File: config.mk
export PLATFORM = sky130hd
export DESIGN_NAME = seg7_capture_decoder
export DESIGN_NICKNAME = d
export VERILOG_FILES = /design/src/rtl/seg7_pkg.sv /design/src/rtl/seg7_glyph_lookup.sv /design/src/rtl/seg7_capture_decoder.sv
export SDC_FILE = /design/constraint.sdc
export NUM_CORES = 1
export LEC_CHECK = 0
export ABC_CLOCK_PERIOD_IN_PS = 5800
export BUFFER_PORTS_ARGS = -buffer_cell sky130_fd_sc_hd__buf_4
export CELL_PAD_IN_SITES_DETAIL_PLACEMENT = 1
export CELL_PAD_IN_SITES_GLOBAL_PLACEMENT = 1
export CORE_ASPECT_RATIO = 1.4
export CORE_MARGIN = 1
export CORE_UTILIZATION = 50
export CTS_BUF_LIST = sky130_fd_sc_hd__clkbuf_16
export DETAILED_ROUTE_END_ITERATION = 12
export PLACE_DENSITY = 0.94
export SETUP_SLACK_MARGIN = 0.3
export SYNTH_ARGS = -nofsm -noshare
export SYNTH_HDL_FRONTEND = slang
export SYNTH_SLANG_ARGS = --single-unit
File: constraint.sdc
create_clock -name clk -period 5.8 [get_ports clk]
set_input_delay 0.29 -clock clk [delete_from_list [all_inputs] [get_ports clk]]
set_output_delay 0.29 -clock clk [all_outputs]
set_load 0.05 [all_outputs]
File: src/rtl/seg7_pkg.sv
// Shared types and constants for the 7-segment capture path.
// seg7_t is abcdefg with bit6 = a and bit0 = g, active-high (1 = segment lit).
package seg7_pkg;

    localparam int unsigned SEG_W     = 7;
    localparam int unsigned HEX_W     = 4;
    localparam int unsigned ERR_CNT_W = 8;

    typedef logic [SEG_W-1:0] seg7_t;

    localparam seg7_t GLYPH_0 = 7'b1111110;
    localparam seg7_t GLYPH_1 = 7'b0110000;
    localparam seg7_t GLYPH_2 = 7'b1101101;
    localparam seg7_t GLYPH_3 = 7'b1111001;
    localparam seg7_t GLYPH_4 = 7'b0110011;
    localparam seg7_t GLYPH_5 = 7'b1011011;
    localparam seg7_t GLYPH_6 = 7'b1011111;
    localparam seg7_t GLYPH_7 = 7'b1110000;
    localparam seg7_t GLYPH_8 = 7'b1111111;
    localparam seg7_t GLYPH_9 = 7'b1111011;
    localparam seg7_t GLYPH_A = 7'b1110111;
    localparam seg7_t GLYPH_B = 7'b0011111;
    localparam seg7_t GLYPH_C = 7'b1001110;
    localparam seg7_t GLYPH_D = 7'b0111101;
    localparam seg7_t GLYPH_E = 7'b1001111;
    localparam seg7_t GLYPH_F = 7'b1000111;

    localparam seg7_t SEG_BLANK = 7'h00;

    localparam logic [ERR_CNT_W-1:0] ERR_CNT_MAX = 8'hFF;

endpackage : seg7_pkg

File: src/rtl/seg7_glyph_lookup.sv
// Combinational reverse lookup of an active-high abcdefg glyph to its hex digit.
// Ports:
//   glyph_i  active-high segment pattern
//   hex_o    decoded digit (0 when no match)
//   hit_o    1 when glyph_i is one of the 16 hex glyphs
module seg7_glyph_lookup
    import seg7_pkg::*;
(
    input  seg7_t            glyph_i,
    output logic [HEX_W-1:0] hex_o,
    output logic             hit_o
);

    always_comb begin
        hex_o = '0;
        hit_o = 1'b1;
        case (glyph_i)
            GLYPH_0: hex_o = 4'h0;
            GLYPH_1: hex_o = 4'h1;
            GLYPH_2: hex_o = 4'h2;
            GLYPH_3: hex_o = 4'h3;
            GLYPH_4: hex_o = 4'h4;
            GLYPH_5: hex_o = 4'h5;
            GLYPH_6: hex_o = 4'h6;
            GLYPH_7: hex_o = 4'h7;
            GLYPH_8: hex_o = 4'h8;
            GLYPH_9: hex_o = 4'h9;
            GLYPH_A: hex_o = 4'hA;
            GLYPH_B: hex_o = 4'hB;
            GLYPH_C: hex_o = 4'hC;
            GLYPH_D: hex_o = 4'hD;
            GLYPH_E: hex_o = 4'hE;
            GLYPH_F: hex_o = 4'hF;
            default: hit_o = 1'b0;
        endcase
    end

endmodule : seg7_glyph_lookup

File: src/rtl/seg7_capture_decoder.sv
// Samples an asynchronous active-low 7-segment bus, filters glitches, decodes
// each newly accepted stable glyph to hex and checks +1 mod 16 count order.
// Ports:
//   clk, rst_n  clock, asynchronous active-low reset
//   seg         segment bus, active-low, bit6=a .. bit0=g, asynchronous to clk
//   hex         last successfully decoded value
//   hex_valid   one-cycle pulse per newly accepted valid glyph
//   blank       level, accepted pattern has all segments off
//   pat_err     one-cycle pulse when an accepted pattern is not a glyph
//   seq_err     one-cycle pulse when a valid value breaks the count order
//   err_cnt     saturating count of pat_err + seq_err events
module seg7_capture_decoder
    import seg7_pkg::*;
#(
    parameter int unsigned STABLE_CYCLES = 4,
    parameter bit          SEQ_CHECK     = 1'b1
) (
    input  logic                 clk,
    input  logic                 rst_n,
    input  logic [SEG_W-1:0]     seg,
    output logic [HEX_W-1:0]     hex,
    output logic                 hex_valid,
    output logic                 blank,
    output logic                 pat_err,
    output logic                 seq_err,
    output logic [ERR_CNT_W-1:0] err_cnt
);

    localparam int unsigned   STAB_W    = 8;
    localparam logic [STAB_W-1:0] STAB_LAST = STAB_W'(STABLE_CYCLES - 1);
    localparam logic [SEG_W-1:0]  BUS_IDLE  = 7'h7F;

    // Sync flops and filter state stay in bus polarity (all-ones = all off).
    logic [SEG_W-1:0]     s1_q, s2_q;
    logic [SEG_W-1:0]     cand_q, cand_d;
    logic [SEG_W-1:0]     accepted_q, accepted_d;
    logic [STAB_W-1:0]    stab_q, stab_d;
    logic [HEX_W-1:0]     hex_q, hex_d;
    logic                 hex_valid_q, hex_valid_d;
    logic                 blank_q, blank_d;
    logic                 pat_err_q, pat_err_d;
    logic                 seq_err_q, seq_err_d;
    logic [ERR_CNT_W-1:0] err_cnt_q, err_cnt_d;
    logic                 have_prev_q, have_prev_d;

    seg7_t            cand_act;
    logic [HEX_W-1:0] lut_hex;
    logic             lut_hit;
    logic             accept;

    assign cand_act = seg7_t'(~cand_q);

    seg7_glyph_lookup u_lookup (
        .glyph_i (cand_act),
        .hex_o   (lut_hex),
        .hit_o   (lut_hit)
    );

    // Two-flop synchronizer on the raw bus
    always_ff @(posedge clk or negedge rst_n) begin
        if (!rst_n) begin
            s1_q <= BUS_IDLE;
            s2_q <= BUS_IDLE;
        end else begin
            s1_q <= seg;
            s2_q <= s1_q;
        end
    end

    // Stability filter, decode and error tally
    always_comb begin
        cand_d      = cand_q;
        stab_d      = stab_q;
        accepted_d  = accepted_q;
        hex_d       = hex_q;
        hex_valid_d = 1'b0;
        blank_d     = blank_q;
        pat_err_d   = 1'b0;
        seq_err_d   = 1'b0;
        err_cnt_d   = err_cnt_q;
        have_prev_d = have_prev_q;
        accept      = 1'b0;

        if (s2_q != cand_q) begin
            cand_d = s2_q;
            stab_d = '0;
        end else begin
            if (stab_q < STAB_LAST) begin
                stab_d = stab_q + STAB_W'(1);
            end
            // Returning to the pattern already accepted is not a new event
            accept = (stab_q == STAB_LAST) && (cand_q != accepted_q);
        end

        if (accept) begin
            accepted_d = cand_q;
            if (cand_act == SEG_BLANK) begin
                blank_d     = 1'b1;
                have_prev_d = 1'b0;
            end else if (lut_hit) begin
                hex_d       = lut_hex;
                hex_valid_d = 1'b1;
                blank_d     = 1'b0;
                // hex_q still holds the previous decoded value; 4-bit add wraps F->0
                if (SEQ_CHECK && have_prev_q && (lut_hex != HEX_W'(hex_q + HEX_W'(1)))) begin
                    seq_err_d = 1'b1;
                end
                have_prev_d = 1'b1;
            end else begin
                pat_err_d   = 1'b1;
                blank_d     = 1'b0;
                have_prev_d = 1'b0;
            end
        end

        if ((pat_err_d || seq_err_d) && (err_cnt_q != ERR_CNT_MAX)) begin
            err_cnt_d = err_cnt_q + ERR_CNT_W'(1);
        end
    end

    always_ff @(posedge clk or negedge rst_n) begin
        if (!rst_n) begin
            cand_q      <= BUS_IDLE;
            accepted_q  <= BUS_IDLE;
            stab_q      <= '0;
            hex_q       <= '0;
            hex_valid_q <= 1'b0;
            blank_q     <= 1'b1;
            pat_err_q   <= 1'b0;
            seq_err_q   <= 1'b0;
            err_cnt_q   <= '0;
            have_prev_q <= 1'b0;
        end else begin
            cand_q      <= cand_d;
            accepted_q  <= accepted_d;
            stab_q      <= stab_d;
            hex_q       <= hex_d;
            hex_valid_q <= hex_valid_d;
            blank_q     <= blank_d;
            pat_err_q   <= pat_err_d;
            seq_err_q   <= seq_err_d;
            err_cnt_q   <= err_cnt_d;
            have_prev_q <= have_prev_d;
        end
    end

    assign hex       = hex_q;
    assign hex_valid = hex_valid_q;
    assign blank     = blank_q;
    assign pat_err   = pat_err_q;
    assign seq_err   = seq_err_q;
    assign err_cnt   = err_cnt_q;

endmodule : seg7_capture_decoder

==> results.json <==
{
  "status": "completed",
  "finalWorstSetupSlack_ns": 2.69,
  "die_h_um": 87.5,
  "period_minus_slack_ns": 3.11,
  "nNetsFinal": 255,
  "max_freq_ghz": 0.322,
  "critical_path_required_ns": 5.98,
  "mappedNetlistArea_um2": 2610,
  "final.setup_skew_ns": 0.00593,
  "synthCells": 231,
  "synth_fp_nets": 243,
  "p_total_mw": 0.775,
  "cts_tree": "built",
  "port_buffers": 24,
  "clkSinkCount": 53,
  "viasPerCell": 6.02,
  "cp.arrival_ns": 3.28,
  "root_buffer": "clkbuf_16",
  "yosysMostFrequentCell": "dfstp_2",
  "synth_compound_area_share_pct": 7.91,
  "pre_cts_slack_ns": 2.74,
  "vdd_drop_max_v": 0.000178,
  "grt_overflow": 0,
  "r2r-start": "cand_q[5]",
  "grt_pass1_vias": 2000,
  "wl_per_cell_um": 20.0,
  "core_area_um2": 4920,
  "yosysTopAreaCell": "dfstp_2",
  "p_leak_nw": 1.31,
  "instances_no_fill": 308,
  "cts_buffer_depth": 2,
  "ant_nets": 0,
  "postSynth.asyncResetShare_pct": 100,
  "worstPathMaxFanout": 18,
  "synth_top_family_by_area": "simple AND/OR/NAND/NOR gates",
  "tns_ns": 0,
  "gp_congestion": 0.773,
  "dieArea_um2": 5520,
  "nFillCells": 518,
  "synth.area.top_cells": "dfstp_2 29%, dfrtp_1 23%, mux2_2 5.2%",
  "post-cts-setup-buffers": 0,
  "muxShareOfSynthArea_pct": 5.94,
  "finalWirelength_um": 6170,
  "fin_crit_sh_pct": 53.5,
  "grt_max_degree": 54,
  "hold_ws_ns": 0.0301,
  "reg2reg_slack_ns": 2.69,
  "end_kind": "flop",
  "cts_buffers": 5,
  "synthTopCellsByCount": "29 x dfstp_2, 24 x dfrtp_1, 22 x nor2_1",
  "yosys.area_share.adder_pct": 1.44,
  "worstSetupStartpointType": "flop",
  "synth_xor_area_share_pct": 8.39,
  "synth_area_per_cell_um2": 11.3,
  "initial_core_util_pct": 53.1,
  "synth_ff_type": "dfstp_2",
  "yosysTopAreaCellShare_pct": 29.2,
  "num_vias": 1854,
  "synth_enable_flop_cells": 0,
  "synth-seq-cells": 53,
  "syn_to_final_growth_pct": 12.4,
  "grt_pass1_wl_um": 10200,
  "dr.pass1.iters": 4,
  "ctsHoldBuffers": 0,
  "drive_gt1_share_pct": 32.8,
  "post-dp-hpwl_um": 3900,
  "die_w_um": 63.1,
  "yosys.area_share.simple_pct": 19.6,
  "maxSlewViolCount": 0,
  "dpl.cell_count": 300,
  "hold_class": "in -> async",
  "ys_seq_area_share_pct": 52.2,
  "setup_viol": 0,
  "drc": 0,
  "grt_use_total_pct": 25.0,
  "io_pins": 25,
  "htree_levels": 2,
  "drt_iter0_drc": 133,
  "clock_latency_ns": 0.29,
  "critPathKind": "reg -> reg",
  "rsz0062_at_grt": "no",
  "power_density_nw_per_um2": 264,
  "ctsResizeCount": 0,
  "antenna_found_initial": 0,
  "synth_warnings": 0,
  "ys_types": 48,
  "antennaDiodeCount": 0,
  "maxCapViolations": 0,
  "slew_headroom_pct": 53.3,
  "crit_path_start": "cand_q[5]",
  "tightestPinTransition_ns": 0.691,
  "placementRows": 30,
  "clkTransAtPathRegs_ns": 0.07,
  "hold_violations": 0
}
-- critical path, stage by stage, from the launching register on --
cell and delay (ns):
dfstp_2 0.77, nor4bb_1 0.41, a211o_1 0.18, nand3b_1 0.08
a2111oi_0 0.46, nor3_1 0.19, o311ai_4 0.52, mux2_2 0.39
-- cells in the final DEF, fill, tap and decap left out, drive strengths merged, types with 2 or more instances in the layout --
cell / n
dfstp: 29
dfrtp: 24
buf: 24
nor2: 22
xor2: 15
nand2: 12
mux2: 12
xnor2: 10
nand3: 9
and2: 6
nor3: 6
nor4bb: 5
and3: 5
clkbuf: 5
nor3b: 4
nand4: 4
inv: 4
nand2b: 3
a211o: 3
o21ai: 3
nor4: 3
a21oi: 3
ha: 3
and4: 2
or3b: 2
nand3b: 2
a211oi: 2
o31ai: 2
o211ai: 2
mux2i: 2
o311ai: 2
-- sequential cells by signal (all words and copies together) (netlist names) --
signal	flops
hex_valid	1
s1_q	7
stab_q	8
accepted_q	7
cand_q	7
seq_err	1
err_cnt	8
pat_err	1
s2_q	7
hex	4
blank	1
have_prev_q	1
-- where the power goes --
| part | switching (mW) | internal (mW) | total, mW |
|---|---|---|---|
| logic | 0.0214 | 0.0158 | 0.0372 |
| clock network | 0.134 | 0.205 | 0.338 |
| registers | 0.0160 | 0.384 | 0.400 |
-- through the flow --
| step | area, um^2 | utilization [%] |
|---|---|---|
| 5_1_grt | 2930 | 59.7 |
| 6_report | 2930 | 59.7 |
| 2_1_floorplan | 2610 | - |
| 3_5_place_dp | 2760 | 56.2 |
| 3_3_place_gp | 2760 | 56.2 |
| 4_1_cts | 2930 | 59.7 |
-- layout make-up --
type	instances	area [um^2]	share of cell area, %
Clock inverter	3	45.0	1.54
Sequential cell	53	1360	46.4
Timing Repair Buffer	24	180	6.14
Tap cell	64	80.1	2.73
Inverter	3	11.3	0.384
Clock buffer	5	125	4.26
Multi-Input combinational cell	156	1130	38.5
-- kinds of logic after synthesis --
group,Yosys count
AO/OA/AOI/OAI,25
multiplexers,14
buffers and inverters,22
flip-flops,53
adder cells (fa/ha/maj),3
XOR/XNOR,25
AND/OR/NAND/NOR,89
-- routing by layer --
layer  wire, um  global-route usage [%]  vias to the layer above
met1       2400                    28.3                      955
li1           -                       -                      833
met5          0                       0                        -
met4        250                    14.4                        0
met3        177                    3.53                       19
met2       3340                    44.8                       47
-- worst paths after layout --
check	end	cells past startpoint
setup reg to reg	err_cnt[1]	7
setup / recovery	err_cnt[1]	7
max in group asynchronous	hex[3]	1
min in group clk	s1_q[2]	1
hold reg to reg	s2_q[6]	0
hold / removal	stab_q[0]	1
No activity file was read; power rests on OpenSTA's default activity.
